File: src/rtl/aidc_aw_sched.sv
// aidc_aw_sched: holds icnt write addresses until the compressor reports the
// burst result, then reissues them to the memory controller with awlen
// rewritten to the compressed beat count. Also gates icnt W on AW credit and
// bounds MC writes in flight until their B responses return.
module aidc_aw_sched #(
  parameter int ADDR_W  = 32,
  parameter int ID_W    = 4,
  parameter int DEPTH   = 4,
  parameter int MAX_OUT = 8
) (
  input  logic              clk,
  input  logic              rst,
  input  logic              icnt_awvalid,
  output logic              icnt_awready,
  input  logic [ADDR_W-1:0] icnt_awaddr,
  input  logic [ID_W-1:0]   icnt_awid,
  input  logic [7:0]        icnt_awlen,
  input  logic              w_last_hs,
  output logic              w_gate,
  input  logic              res_valid,
  input  logic              res_comp,
  input  logic [7:0]        res_len,
  output logic              mc_awvalid,
  input  logic              mc_awready,
  output logic [ADDR_W-1:0] mc_awaddr,
  output logic [ID_W-1:0]   mc_awid,
  output logic [7:0]        mc_awlen,
  input  logic              mc_b_hs,
  output logic [7:0]        outstanding,
  output logic              err
);

  localparam int PW = $clog2(DEPTH);
  localparam int CW = PW + 1;

  typedef enum logic [1:0] {IDLE, WAIT_RES, ISSUE} state_t;

  state_t            state;
  logic [ADDR_W-1:0] q_addr [DEPTH];
  logic [ID_W-1:0]   q_id   [DEPTH];
  logic [7:0]        q_len  [DEPTH];
  logic [PW-1:0]     wr_ptr, rd_ptr;
  logic [CW-1:0]     q_cnt, credit;
  logic              hold_v, hold_comp;
  logic [7:0]        hold_len;
  logic [7:0]        out_cnt;
  logic              err_r;
  logic              awvalid_r;
  logic [ADDR_W-1:0] awaddr_r;
  logic [ID_W-1:0]   awid_r;
  logic [7:0]        awlen_r;

  logic full, push, pop, room, res_any, sel_comp, load;
  logic [7:0] sel_len;

  always_comb begin
    full     = (q_cnt == CW'(DEPTH));
    push     = icnt_awvalid & icnt_awready;
    pop      = awvalid_r & mc_awready;
    room     = (out_cnt < 8'(MAX_OUT));
    res_any  = hold_v | res_valid;
    sel_comp = hold_v ? hold_comp : res_comp;
    sel_len  = hold_v ? hold_len  : res_len;
    // Head present, a result available (held or arriving now) and MC room.
    load     = (state != ISSUE) && (q_cnt != '0) && res_any && room;
  end

  assign icnt_awready = !rst && !full;
  assign w_gate       = !rst && (credit != '0);
  assign mc_awvalid   = !rst && awvalid_r;
  assign mc_awaddr    = rst ? '0 : awaddr_r;
  assign mc_awid      = rst ? '0 : awid_r;
  assign mc_awlen     = rst ? '0 : awlen_r;
  assign outstanding  = rst ? '0 : out_cnt;
  assign err          = !rst && err_r;

  // AW queue storage (data only, no reset needed)
  always_ff @(posedge clk) begin
    if (push) begin
      q_addr[wr_ptr] <= icnt_awaddr;
      q_id[wr_ptr]   <= icnt_awid;
      q_len[wr_ptr]  <= icnt_awlen;
    end
  end

  // AW queue pointers and occupancy
  always_ff @(posedge clk) begin
    if (rst) begin
      wr_ptr <= '0;
      rd_ptr <= '0;
      q_cnt  <= '0;
    end else begin
      if (push) wr_ptr <= wr_ptr + PW'(1);
      if (pop)  rd_ptr <= rd_ptr + PW'(1);
      q_cnt <= q_cnt + CW'(push) - CW'(pop);
    end
  end

  // W credit: one per queued AW, returned on each completed W burst
  always_ff @(posedge clk) begin
    if (rst) begin
      credit <= '0;
    end else if (push && !w_last_hs && credit != CW'(DEPTH)) begin
      credit <= credit + CW'(1);
    end else if (!push && w_last_hs && credit != '0) begin
      credit <= credit - CW'(1);
    end
  end

  // Result holding register. The result is consumed when it is loaded into
  // the MC payload, so the register is free again while ISSUE waits on ready.
  always_ff @(posedge clk) begin
    if (rst) begin
      hold_v    <= 1'b0;
      hold_comp <= 1'b0;
      hold_len  <= '0;
    end else begin
      if (load) hold_v <= hold_v & res_valid;
      else if (res_valid && !hold_v) hold_v <= 1'b1;
      if (res_valid && (load || !hold_v)) begin
        hold_comp <= res_comp;
        hold_len  <= res_len;
      end
    end
  end

  // MC writes in flight
  always_ff @(posedge clk) begin
    if (rst) begin
      out_cnt <= '0;
    end else if (pop && !mc_b_hs) begin
      out_cnt <= out_cnt + 8'd1;
    end else if (!pop && mc_b_hs && out_cnt != '0) begin
      out_cnt <= out_cnt - 8'd1;
    end
  end

  // Sticky protocol error: W/B underflow or result overrun
  always_ff @(posedge clk) begin
    if (rst) begin
      err_r <= 1'b0;
    end else if ((w_last_hs && credit == '0) || (mc_b_hs && out_cnt == '0) ||
                 (res_valid && hold_v && !load)) begin
      err_r <= 1'b1;
    end
  end

  // Issue FSM with registered MC AW payload
  always_ff @(posedge clk) begin
    if (rst) begin
      state     <= IDLE;
      awvalid_r <= 1'b0;
      awaddr_r  <= '0;
      awid_r    <= '0;
      awlen_r   <= '0;
    end else begin
      case (state)
        IDLE, WAIT_RES: begin
          if (load) begin
            state     <= ISSUE;
            awvalid_r <= 1'b1;
            awaddr_r  <= q_addr[rd_ptr];
            awid_r    <= q_id[rd_ptr];
            awlen_r   <= sel_comp ? sel_len : q_len[rd_ptr];
          end else if (q_cnt != '0) begin
            state <= WAIT_RES;
          end else begin
            state <= IDLE;
          end
        end
        ISSUE: begin
          if (mc_awready) begin
            awvalid_r <= 1'b0;
            state     <= (q_cnt > CW'(1) || push) ? WAIT_RES : IDLE;
          end
        end
        default: begin
          state     <= IDLE;
          awvalid_r <= 1'b0;
        end
      endcase
    end
  end

endmodule

File: config.mk
export PLATFORM = sky130hd
export DESIGN_NAME = aidc_aw_sched
export DESIGN_NICKNAME = d
export VERILOG_FILES = /design/src/rtl/aidc_aw_sched.sv
export SDC_FILE = /design/constraint.sdc
export NUM_CORES = 1
export LEC_CHECK = 0
export BUFFER_PORTS_ARGS = -buffer_cell sky130_fd_sc_hd__buf_2
export CORE_MARGIN = 10
export CORE_UTILIZATION = 23
export CTS_BUF_LIST = sky130_fd_sc_hd__clkbuf_8
export DETAILED_ROUTE_END_ITERATION = 6
export PLACE_DENSITY = 0.43
export SYNTH_ARGS = -nofsm -noshare
export SYNTH_HDL_FRONTEND = slang
export SYNTH_SLANG_ARGS = --single-unit
File: constraint.sdc
create_clock -name clk -period 3.4 [get_ports clk]
set_clock_uncertainty 0.15 [all_clocks]
set_input_delay 0.34 -clock clk [delete_from_list [all_inputs] [get_ports clk]]
set_output_delay 0.34 -clock clk [all_outputs]
set_load 0.01 [all_outputs]
==> results.rst, run 1 <==
.. list-table::
   :header-rows: 1

   * - Metric
     - Value
   * - Total Negative Setup Slacks
     - 0 ns
   * - Antenna-violating nets left
     - 0
   * - Total global-route track usage
     - 0.106
   * - Post-synth ARST share
     - 0
   * - Category of the worst setup path launch point
     - primary input
   * - Synthesis-stage register bit count
     - 254
   * - Count of unresolved DRC violations after routing
     - 0
   * - Kind of critical path
     - primary input to register
   * - Placed insts
     - 1405
   * - Critical R2R Capture
     - out_cnt[5]
   * - Minimum period implied by the final worst setup slack
     - 2.79 ns
   * - Final-report setup violation count
     - 0
   * - Number of warnings issued by yosys
     - 0
   * - Post-cts gate resize count
     - 0
   * - Cell type contributing the most total cell area after synthesis
     - sky130_fd_sc_hd__edfxtp_1
   * - Post-cts hold buffer count
     - 57
   * - Slew Limit Fails
     - 0
   * - Number of global-route vias before repair
     - 7240
   * - EDFF count, synth
     - 176
   * - Clock network latency to the later pin of the worst-skew pair
     - 0.60 ns
   * - Final weighted congestion in routability-driven placement
     - 0.713
   * - Post-route total power
     - 0.00947 W
   * - Min-delay src
     - icnt_awvalid
   * - DR pass1 iterations
     - 4
   * - Crit path arrival time
     - 3.16 ns
   * - Count of buffers inserted at the top-level ports
     - 115
   * - Cell with the most instances after synthesis
     - sky130_fd_sc_hd__edfxtp_1
   * - Synthesized Nets
     - 803
   * - Clock tree from TritonCTS
     - yes
   * - Count of cells along the worst register-to-register path
     - 8
   * - FILL cells
     - 4539
   * - Portion of the clock cycle consumed by the worst path in the final layout
     - 0.822
   * - Pin count of the biggest net entering global routing
     - 68
   * - Final Hold Fails
     - 0
   * - Number of maximum-capacitance violations
     - 0
   * - Detailed Place HPWL
     - 17300 µm
   * - Routed length per instance
     - 18.3 µm
   * - Cell area after layout
     - 0.0131 mm²
   * - Internal reg-to-reg setup slack
     - 0.64 ns
   * - Fmax
     - 0.358 GHz
   * - Global-route wire length before repair
     - 44000 µm
   * - Vertical die dimension
     - 232 µm
   * - Effective utilization at floorplan
     - 0.234
   * - Largest driver fanout on the critical path
     - 13
   * - Residual overflow from global routing
     - 0
   * - Mean post-synth cell area
     - 14.3 µm²
   * - Area post-placement
     - 0.0117 mm²
   * - H-tree level count
     - 2
   * - Total Die Area
     - 0.0540 mm²
   * - Leading post-synthesis cells by cell area
     - sky130_fd_sc_hd__edfxtp_1, sky130_fd_sc_hd__dfxtp_1, sky130_fd_sc_hd__mux4_2
   * - Share of the core filled with cells in the final layout
     - 0.296
   * - Post-synth cell types
     - 49
   * - Fraction of layout cells with a size suffix above 1
     - 0.268
   * - Die outline width
     - 232 µm
   * - Post-synthesis to final-layout area growth
     - 26.7%
   * - Maximum vdd drop
     - 0.424 mV
   * - Number of clock buffers inserted by TritonCTS
     - 47
   * - Post-synthesis instance area
     - 0.0104 mm²
   * - Power density over cell area
     - 720 mW/mm²
   * - Setup repair after global routing missed its margin
     - no
   * - Wirelength, routed
     - 28400 µm
   * - Commonest cells in the netlist
     - sky130_fd_sc_hd__edfxtp_1, sky130_fd_sc_hd__dfxtp_1, sky130_fd_sc_hd__nor2b_1
   * - Depth of the worst hold-timing path
     - 4
   * - Standard-cell rows
     - 77
   * - Count of non-filler cells in the finished layout
     - 1551
   * - Outcome
     - finished clean
   * - Relative max-transition margin
     - 0.350
   * - Longest Clk Path Bufs
     - 3
   * - Main flop type after synthesis
     - sky130_fd_sc_hd__edfxtp_1
   * - Setup crit end kind
     - register
   * - CTS Root Buffer Type
     - sky130_fd_sc_hd__clkbuf_8
   * - Part of the Yosys area used for sequential elements
     - 0.660
   * - Footprint of the flip-flops and latches
     - 0.00685 mm²
   * - Clock Sinks
     - 254
   * - Final-stage net count
     - 995
   * - Number of antenna violations at the first check in global routing
     - 1
   * - Share of the synthesized area in the top cell type
     - 0.509
   * - Worst-path clk slew
     - 0.06 ns
   * - Leakage
     - 4.66 nW
   * - Core region area
     - 0.0444 mm²
   * - Slew @ Worst Pin
     - 0.975 ns
   * - Reg2reg start
     - awvalid_r
   * - Class of the tightest hold or removal check
     - primary input to register
   * - Vias after detailed routing
     - 6618
   * - Setup Fix Bufs, Post-CTS
     - 0
   * - Post-Synthesis Cells
     - 727
   * - Multi-input gate area
     - 0.00331 mm²
   * - Top-level I/O count
     - 116
   * - Vias per cell
     - 4.27
   * - Sink of the worst hold path
     - credit[1]
   * - Worst endpoint required time
     - 3.77 ns
   * - Initial drt markers
     - 422
## layer usage
| layer | track usage | up-vias | part of all wire |
|---|---|---|---|
| met4 | 0.0402 | 0 | 0.024 |
| met5 | 0 | - | 0 |
| li1 | - | 3154 | - |
| met2 | 0.169 | 149 | 0.46 |
| met3 | 0.0253 | 48 | 0.046 |
| met1 | 0.137 | 3267 | 0.47 |
## flip-flops by register name, summed over array words and instances (netlist names), 4 cells and up, named ones only
register,cells
awaddr_r,32
awid_r,4
awlen_r,8
hold_len,8
out_cnt,8
q_addr,128
q_id,16
q_len,32
## placed cells by master, fill, tap and decap left out, drive strengths merged, types with 3 or more instances in the layout
cell type,instances
dfxtp,78
xor2,4
clkinv,16
nor2,24
nand2,30
nor3,7
a211oi,4
nor2b,61
dlygate4sd3,57
a31oi,3
mux4,44
and2,6
a21o,5
buf,134
mux2i,20
o21ai,43
inv,31
o2bb2ai,9
clkbuf,50
a21oi,58
edfxtp,176
fa,3
nor3b,3
ha,13
nand3,45
## power by group
group	internal (W)	switching (W)	total, W
clock	0.00144	0.00132	0.00277
sequential	0.00366	0.000227	0.00388
combinational	0.00103	0.00178	0.00281
total	0.00614	0.00333	0.00947
## per-stage QoR
step,hold slack (ns),setup slack [ns]
finish,0.181,0.606
global route,0.156,0.424
CTS,0.108,0.653
detailed placement,0.300,0.564
global placement,0.291,0.567
floorplan,0.284,0.579
## critical path, cell delays in order
cell and delay, ns:
sky130_fd_sc_hd__dlygate4sd3_1 0.54, sky130_fd_sc_hd__buf_2 0.16, sky130_fd_sc_hd__nand2_1 0.13, sky130_fd_sc_hd__nor2_1 0.07
sky130_fd_sc_hd__inv_1 0.32, sky130_fd_sc_hd__buf_4 0.23, sky130_fd_sc_hd__fa_1 0.22, sky130_fd_sc_hd__a211oi_1 0.12
sky130_fd_sc_hd__or4b_2 0.64, sky130_fd_sc_hd__a32o_1 0.27, sky130_fd_sc_hd__a21oi_1 0.13
## worst max-delay path by stage
stage                     startpoint  slack, ns          to  cells after the start
after global routing       awvalid_r       0.42  out_cnt[5]                      8
after CTS                  awvalid_r       0.65  out_cnt[5]                      8
final                     mc_awready       0.61  out_cnt[6]                     11
after detailed placement  mc_awready       0.56  out_cnt[6]                     10
after floorplan            awvalid_r       0.58  out_cnt[5]                      9
after global placement    mc_awready       0.57  out_cnt[6]                     10
## cell type report
| class | instances | share of cell area |
|---|---|---|
| antenna | 1 | 0.000190 |
| inverter | 11 | 0.00314 |
| timing repair buffer | 191 | 0.100 |
| clock buffer | 50 | 0.0523 |
| sequential | 254 | 0.521 |
| tap | 592 | 0.0563 |
| clock inverter | 38 | 0.0150 |
| multi-input combinational | 414 | 0.252 |
## logic make-up after synthesis
group	after synthesis	share of synthesized area
fa+ha+maj	16	0.0215
xor+xnor	5	0.00422
compound gates	137	0.0773
simple gates	191	0.0984
flops	254	0.660
buf+inv	59	0.0229
mux	65	0.116
(Power assumes the default switching activity.)
==> inputs of run 2 (changes only) <==
--- a/config.mk
+++ b/config.mk
@@ -10,7 +10,7 @@
 export CORE_UTILIZATION = 23
 export CTS_BUF_LIST = sky130_fd_sc_hd__clkbuf_8
 export DETAILED_ROUTE_END_ITERATION = 6
-export PLACE_DENSITY = 0.43
+export PLACE_DENSITY = 0.45
 export SYNTH_ARGS = -nofsm -noshare
 export SYNTH_HDL_FRONTEND = slang
 export SYNTH_SLANG_ARGS = --single-unit
==> constraint.sdc (replaced) <==
create_clock -name clk -period 2.4 [get_ports clk]
set_clock_uncertainty 0.15 [all_clocks]
set_input_delay 0.24 -clock clk [delete_from_list [all_inputs] [get_ports clk]]
set_output_delay 0.24 -clock clk [all_outputs]
set_load 0.01 [all_outputs]
==> run 2 against run 1 <==
Against the previous run: cell area rose by 3.6%; largest cell class unchanged; combinational power is 66% higher; die area unchanged; power increased by 49%; register-to-register slack got worse by 0.55 ns; global-route usage rose by 0.075 points; cell count up 1.6%; sequential power up 41%.
==> results.rst, run 2 (synthesized netlist as in run 1, its figures left out) <==
.. list-table::
   :header-rows: 1

   * - Metric
     - Value
   * - Met2 wire length
     - 13300 µm (+1.7%)
   * - Clock tree from TritonCTS
     - yes
   * - Class of the tightest hold or removal check
     - primary input to register
   * - Worst-path clk slew
     - 0.06 ns (about the same)
   * - Longest Clk Path Bufs
     - 3 (unchanged)
   * - Residual overflow from global routing
     - 0 (unchanged)
   * - Cell area after layout
     - 0.0136 mm² (+3.6%)
   * - Largest driver fanout on the critical path
     - 3 (-10)
   * - Post-route worst hold slack
     - 0.0544 ns (-0.127 ns)
   * - Max stage delay on crit path
     - 0.49 ns (-0.15 ns)
   * - Final-stage net count
     - 1026 (+3.1%)
   * - Most common library cell in the layout ignoring fill and taps
     - sky130_fd_sc_hd__edfxtp_1
   * - Vias after detailed routing
     - 6790 (+2.6%)
   * - Total global-route track usage
     - 0.107 (+0.000751)
   * - Uppermost metal layer occupied by signal nets
     - met5
   * - Vias per cell
     - 4.31 (+0.97%)
   * - Top-level I/O count
     - 116 (unchanged)
   * - DR pass1 iterations
     - 4 (unchanged)
   * - Worst-case setup slack after placement
     - -0.00987 ns (-0.574 ns)
   * - Number of flip-flops under the largest register name
     - 128 (unchanged)
   * - Final Hold Fails
     - 0 (unchanged)
   * - Total Negative Setup Slacks
     - 0 ns (unchanged)
   * - Antenna-violating nets left
     - 0 (unchanged)
   * - # diodes
     - 0 (-1)
   * - Critical-path cell list
     - or3b_2, and3_4, inv_2, ha_1, inv_1, ha_1, fa_1, nor2b_1
   * - Vertical die dimension
     - 232 µm (unchanged)
   * - Maximum vdd drop
     - 0.579 mV (+36%)
   * - Slew @ Worst Pin
     - 0.582 ns (-0.393 ns)
   * - Die outline width
     - 232 µm (unchanged)
   * - Worst endpoint required time
     - 2.70 ns (-1.07 ns)
   * - Category of the worst setup path launch point
     - register
   * - CTS Root Buffer Type
     - sky130_fd_sc_hd__clkbuf_8
   * - Minimum period implied by the final worst setup slack
     - 2.31 ns
   * - Number of clock buffers inserted by TritonCTS
     - 47 (unchanged)
   * - Count of unresolved DRC violations after routing
     - 0 (unchanged)
   * - Total Die Area
     - 0.0540 mm² (unchanged)
   * - Largest registers ranked by flip-flop count
     - q_addr (128), awaddr_r (32), q_len (32)
   * - Sum of routed wire segments on met1
     - 13200 µm (-0.90%)
   * - Largest Register
     - q_addr
   * - Relative max-transition margin
     - 0.609 (+0.259)
   * - Initial drt markers
     - 446 (+5.7%)
   * - Wirelength, routed
     - 28800 µm (+1.4%)
   * - Portion of the clock cycle consumed by the worst path in the final layout
     - 0.963
   * - Routed length on met3
     - 1590 µm (+20%)
   * - Global-route wire length before repair
     - 44300 µm (+0.69%)
   * - Post-synthesis to final-layout area growth
     - 31.3%
   * - Leakage
     - 4.86 nW (+4.3%)
   * - Setup repair after global routing missed its margin
     - no
   * - Final weighted congestion in routability-driven placement
     - 0.710 (-0.43%)
   * - Area post-placement
     - 0.0121 mm² (+3.8%)
   * - Setup crit end kind
     - register
   * - Slew Limit Fails
     - 0 (unchanged)
   * - Share of the core filled with cells in the final layout
     - 0.307 (+0.0107)
   * - Commonest non-fill, non-tap cells in the layout
     - sky130_fd_sc_hd__edfxtp_1, sky130_fd_sc_hd__buf_2, sky130_fd_sc_hd__dfxtp_1
   * - Core region area
     - 0.0444 mm² (unchanged)
   * - Detailed Place HPWL
     - 17500 µm (+1.3%)
   * - Number of antenna violations at the first check in global routing
     - 2 (+1)
   * - Outcome
     - finished clean
   * - Fraction of layout cells with a size suffix above 1
     - 0.305 (+0.0366)
   * - Kind of critical path
     - register to register
   * - Standard-cell rows
     - 77 (unchanged)
   * - H-tree level count
     - 2 (unchanged)
   * - Number of global-route vias before repair
     - 7215 (-0.35%)
   * - Clock network latency to the later pin of the worst-skew pair
     - 0.59 ns (about the same)
   * - Final-report setup violation count
     - 0 (unchanged)
   * - Clock Sinks
     - 254 (unchanged)
   * - Most Frequent Cell on Critical Path
     - sky130_fd_sc_hd__ha_1
   * - Effective utilization at floorplan
     - 0.234 (unchanged)
   * - Count of buffers inserted at the top-level ports
     - 115 (unchanged)
   * - Crit path arrival time
     - 2.61 ns (-0.55 ns)
   * - Fmax
     - 0.433 GHz
   * - Routed length per instance
     - 18.3 µm (-0.16%)
   * - Crit path setup slack, layout
     - 0.0884 ns (-0.518 ns)
   * - Number of maximum-capacitance violations
     - 0 (unchanged)
   * - Power density over cell area
     - 1040 mW/mm² (+44%)
   * - Slowest stage cell on the critical path
     - sky130_fd_sc_hd__or3b_2
   * - Pin count of the biggest net entering global routing
     - 116 (+71%)
-- run 2: worst paths after layout --
kind	start	endpoint	slack, ns	cells past startpoint
worst max-delay path	q_cnt[2]	q_cnt[1]	0.09	8
worst min-delay path	rst	hold_comp	0.05	5
worst max register to register	q_cnt[2]	q_cnt[1]	0.09	8
worst min register to register	hold_len[4]	hold_len[4]	0.31	2
-- run 2: routing by layer --
layer / track usage / up-vias
met5: 0 / -
met4: 0.0408 / 4
met3: 0.0274 / 58
met2: 0.165 / 147
met1: 0.141 / 3381
li1: - / 3200
-- run 2: stage by stage --
| stage | std cells | total power, W |
|---|---|---|
| 2_1_floorplan | 727 | 0.00817 |
| 3_3_place_gp | 1435 | 0.0101 |
| 3_5_place_dp | 1435 | 0.0101 |
| 4_1_cts | 1576 | 0.0144 |
| 5_1_grt | 1576 | 0.0151 |
| 6_report | 1576 | 0.0141 |
-- run 2: where the power goes --
group / switching (W) / internal [W] / leakage (nW)
clock network: 0.00186 / 0.00214 / 0.516
registers: 0.000296 / 0.00518 / 2.23
logic: 0.00270 / 0.00197 / 2.11
total: 0.00486 / 0.00929 / 4.86
-- run 2: repair_timing --
action | in CTS | in global routing
hold buffers | 58 | 0
setup buffers | 0 | 0
setup endpoints to repair | 8 | 2
endpoints found under the hold margin | 202 | 0
pin swaps | 0 | 1
resized for setup | 1 | 7
-- run 2: cell type report --
| type | count | area, µm² |
|---|---|---|
| Fill cell | 4470 | 30800 |
| Sequential cell | 254 | 6850 |
| Multi-Input combinational cell | 414 | 3400 |
| Timing Repair Buffer | 222 | 1700 |
| Tap cell | 592 | 741 |
| Clock buffer | 50 | 688 |
| Clock inverter | 33 | 200 |
| Inverter | 11 | 41.3 |
-- run 2: worst max-delay path: cells and delay by family (launching register included) --
family,cells,cell delay (ns)
flip-flops,1,0.35
AND/OR/NAND/NOR,3,0.83
buffers and inverters,2,0.10
adder cells (fa/ha/maj),3,0.75
==> inputs of run 3 (changes only) <==
--- a/config.mk
+++ b/config.mk
@@ -11,6 +11,7 @@
 export CTS_BUF_LIST = sky130_fd_sc_hd__clkbuf_8
 export DETAILED_ROUTE_END_ITERATION = 6
 export PLACE_DENSITY = 0.45
+export REMOVE_ABC_BUFFERS = 1
 export SYNTH_ARGS = -nofsm -noshare
 export SYNTH_HDL_FRONTEND = slang
 export SYNTH_SLANG_ARGS = --single-unit
==> constraint.sdc (replaced) <==
create_clock -name clk -period 1.9 [get_ports clk]
set_clock_uncertainty 0.15 [all_clocks]
set_input_delay 0.19 -clock clk [delete_from_list [all_inputs] [get_ports clk]]
set_output_delay 0.19 -clock clk [all_outputs]
set_load 0.01 [all_outputs]
==> run 3 against run 2 <==
Against the previous run: register-to-register slack lost 0.36 ns; non-clock buffer count grew 61; critical endpoint is now out_cnt[6]; sequential cell count is the same; the flow now finishes with violations (negative setup slack); highest routed layer is now met4; combinational power grew 99%; via count grew 3.2%; first-iteration DRC count shrank 24%; worst hold slack gained 0.067 ns; sequential power grew 25%.
==> results.rst, run 3 (synthesized netlist as in run 1, its figures left out) <==
.. list-table::
   :header-rows: 1

   * - Metric
     - Value
   * - Category of cells accounting for the largest share of critical-path delay
     - simple AND/OR/NAND/NOR gates
   * - Antenna-violating nets left
     - 0 (unchanged)
   * - Longest Clk Path Bufs
     - 3 (unchanged)
   * - Number of flip-flops under the largest register name
     - 128 (unchanged)
   * - Category of the worst setup path launch point
     - register
   * - Cell area after layout
     - 0.0149 mm² (+9.5%)
   * - Slowest stage cell on the critical path
     - sky130_fd_sc_hd__or4b_4
   * - Area post-placement
     - 0.0124 mm² (+1.9%)
   * - Count of buffer and inverter cells on the critical path
     - 2 (unchanged)
   * - Total global-route track usage
     - 0.115 (+0.00796)
   * - Number of global-route vias before repair
     - 7651 (+6.0%)
   * - Routed length per instance
     - 18.8 µm (+2.7%)
   * - Maximum vdd drop
     - 0.935 mV (+62%)
   * - Portion of the clock cycle consumed by the worst path in the final layout
     - 1.14 (+0.178)
   * - Number of clock buffers inserted by TritonCTS
     - 47 (unchanged)
   * - Vertical die dimension
     - 232 µm (unchanged)
   * - Largest Register
     - q_addr
   * - Number of antenna violations at the first check in global routing
     - 1 (-1)
   * - Count of buffers inserted at the top-level ports
     - 115 (unchanged)
   * - Wirelength, routed
     - 30800 µm (+7.0%)
   * - Share of total power in combinational logic
     - 0.430 (+0.100)
   * - Most common library cell in the layout ignoring fill and taps
     - sky130_fd_sc_hd__edfxtp_1
   * - Post-synthesis to final-layout area growth
     - 43.8%
   * - Global-route wire length before repair
     - 47200 µm (+6.5%)
   * - Total Die Area
     - 0.0540 mm² (unchanged)
   * - CTS Root Buffer Type
     - sky130_fd_sc_hd__clkbuf_8
   * - Multi-input gate area
     - 0.00361 mm² (+6.3%)
   * - Crit path setup slack, layout
     - -0.267 ns (-0.356 ns)
   * - Kind of critical path
     - register to register
   * - Pin count of the biggest net entering global routing
     - 80 (-31%)
   * - Count of non-filler cells in the finished layout
     - 1642 (+4.2%)
   * - Setup crit end kind
     - register
   * - Slew Limit Fails
     - 0 (unchanged)
   * - Class of the tightest hold or removal check
     - primary input to register
   * - Initial drt markers
     - 341 (-24%)
   * - Fraction of layout cells with a size suffix above 1
     - 0.383 (+0.0783)
   * - Portion of total power attributed to the clock network
     - 0.251 (-0.032)
   * - Internal power of the cells
     - 0.0143 W (+54%)
   * - FILL cells
     - 4382 (-2.0%)
   * - Detailed Place HPWL
     - 17800 µm (+1.7%)
   * - Critical-path cell list
     - nand2_2, nor2_4, inv_6, buf_12, ha_4, a211oi_2, or4b_4, a32o_1, a21oi_2
   * - Standard-cell rows
     - 77 (unchanged)
   * - Vias per cell
     - 4.27 (-0.97%)
   * - Number of maximum-capacitance violations
     - 0 (unchanged)
   * - Clock Sinks
     - 254 (unchanged)
   * - Largest driver fanout on the critical path
     - 4 (+1)
   * - Net switching component of the power
     - 0.00723 W (+49%)
   * - Residual overflow from global routing
     - 0 (unchanged)
   * - Largest registers ranked by flip-flop count
     - q_addr (128), awaddr_r (32), q_len (32)
   * - Violated checks
     - negative setup slack
   * - Die outline width
     - 232 µm (unchanged)
   * - Relative max-transition margin
     - 0.643 (+0.0342)
   * - Worst endpoint required time
     - 2.27 ns (-0.43 ns)
   * - H-tree level count
     - 2 (unchanged)
   * - Relative contribution of sequential cells to total power
     - 0.319 (-0.068)
   * - Crit path arrival time
     - 2.53 ns (-0.08 ns)
   * - Sw frac
     - 0.336 (-0.00755)
   * - Post-route total power
     - 0.0215 W (+52%)
   * - Post-route worst hold slack
     - 0.121 ns (+0.0670 ns)
   * - Core region area
     - 0.0444 mm² (unchanged)
   * - Count of unresolved DRC violations after routing
     - 0 (unchanged)
   * - Leakage
     - 5.41 nW (+11%)
   * - Power density over cell area
     - 1440 mW/mm² (+39%)
   * - DR pass1 iterations
     - 4 (unchanged)
   * - Outcome
     - complete, but fails checks
   * - Max stage delay on crit path
     - 0.51 ns (+0.02 ns)
   * - Final-report setup violation count
     - 244 (+244)
   * - Vias after detailed routing
     - 7006 (+3.2%)
   * - Commonest non-fill, non-tap cells in the layout
     - sky130_fd_sc_hd__edfxtp_1, sky130_fd_sc_hd__buf_2, sky130_fd_sc_hd__dfxtp_1
   * - Fmax
     - 0.461 GHz (+6.7%)
   * - Placed insts
     - 1459 (+1.7%)
   * - Share of the core filled with cells in the final layout
     - 0.336 (+0.0293)
   * - Footprint of the flip-flops and latches
     - 0.00686 mm² (about the same)
   * - Final weighted congestion in routability-driven placement
     - 0.750 (+5.7%)
   * - Clock tree from TritonCTS
     - yes
   * - Final-stage net count
     - 1087 (+5.9%)
   * - Clock network latency to the later pin of the worst-skew pair
     - 0.61 ns (+0.02 ns)
   * - Slew @ Worst Pin
     - 0.531 ns (-0.0509 ns)
   * - Effective utilization at floorplan
     - 0.234 (unchanged)
   * - Final Hold Fails
     - 0 (unchanged)
   * - Worst-path clk slew
     - 0.06 ns (about the same)
   * - Top-level I/O count
     - 116 (unchanged)
   * - Minimum period implied by the final worst setup slack
     - 2.17 ns (-0.144 ns)
   * - Setup repair after global routing missed its margin
     - yes
[run 3: cell count changes in the layout (fill, tap and decap cells not counted), moves of 10 or more]
| cell | delta |
|---|---|
| sky130_fd_sc_hd__buf_12 | +18 |
| sky130_fd_sc_hd__buf_4 | +11 |
| sky130_fd_sc_hd__buf_6 | +11 |
| sky130_fd_sc_hd__dlygate4sd3_1 | +10 |
| sky130_fd_sc_hd__o21ai_0 | -36 |
| sky130_fd_sc_hd__o21ai_1 | +22 |
| sky130_fd_sc_hd__o21ai_2 | +14 |
[run 3: power by group through the flow]
stage / clock (W) / combinational [W] / sequential [W]
2_1_floorplan: 0 / 0.00286 / 0.00700
3_3_place_gp: 0 / 0.00645 / 0.00693
3_5_place_dp: 0 / 0.00640 / 0.00694
4_1_cts: 0.00564 / 0.00920 / 0.00686
5_1_grt: 0.00590 / 0.0101 / 0.00695
6_report: 0.00540 / 0.00927 / 0.00687
[run 3: worst paths after layout]
check                                   from            to  slack (ns)  cells past startpoint
worst min register to register  awaddr_r[13]  awaddr_r[13]        0.31                      2
worst max register to register     awvalid_r    out_cnt[6]       -0.27                      9
worst max-delay path               awvalid_r    out_cnt[6]       -0.27                      9
worst min-delay path                     rst      register        0.12                      4
[run 3: final cells by class]
class,count,area share
antenna,1,0.000168
clock buffer,57,0.0526
clock inverter,30,0.0133
inverter,11,0.00344
multi-input combinational,414,0.242
sequential,254,0.460
tap,592,0.0496
timing repair buffer,283,0.179
[run 3: tightest hold or removal path, cell delays in order]
cell                     delay [ns]
sky130_fd_sc_hd__buf_4         0.12
sky130_fd_sc_hd__buf_4         0.14
sky130_fd_sc_hd__buf_12        0.20
sky130_fd_sc_hd__nor2_1        0.14
[run 3: per-layer routing]
metal	vias to the layer above	share of wire	track usage
met2	137	0.49	0.193
met1	3472	0.44	0.142
met4	0	0.017	0.0310
met5	-	0	0
met3	41	0.046	0.0318
li1	3356	-	-
[run 3: repair_timing]
action,CTS,global route
cloned,9,0
gates resized for setup,98,38
endpoints found under the setup margin,249,75
hold endpoints to repair,207,0
setup buffers,15,4
hold buffers,68,0
pin swaps,22,18
[run 3: stage by stage]
| stage | TNS, ns | worst slack [ns] |
|---|---|---|
| final | -27.94 | -0.267 |
| after global routing | -38.98 | -0.352 |
| after CTS | -14.00 | -0.279 |
| after global placement | -36.25 | -0.520 |
| after detailed placement | -40.47 | -0.524 |
| after floorplan | -209.75 | -2.07 |
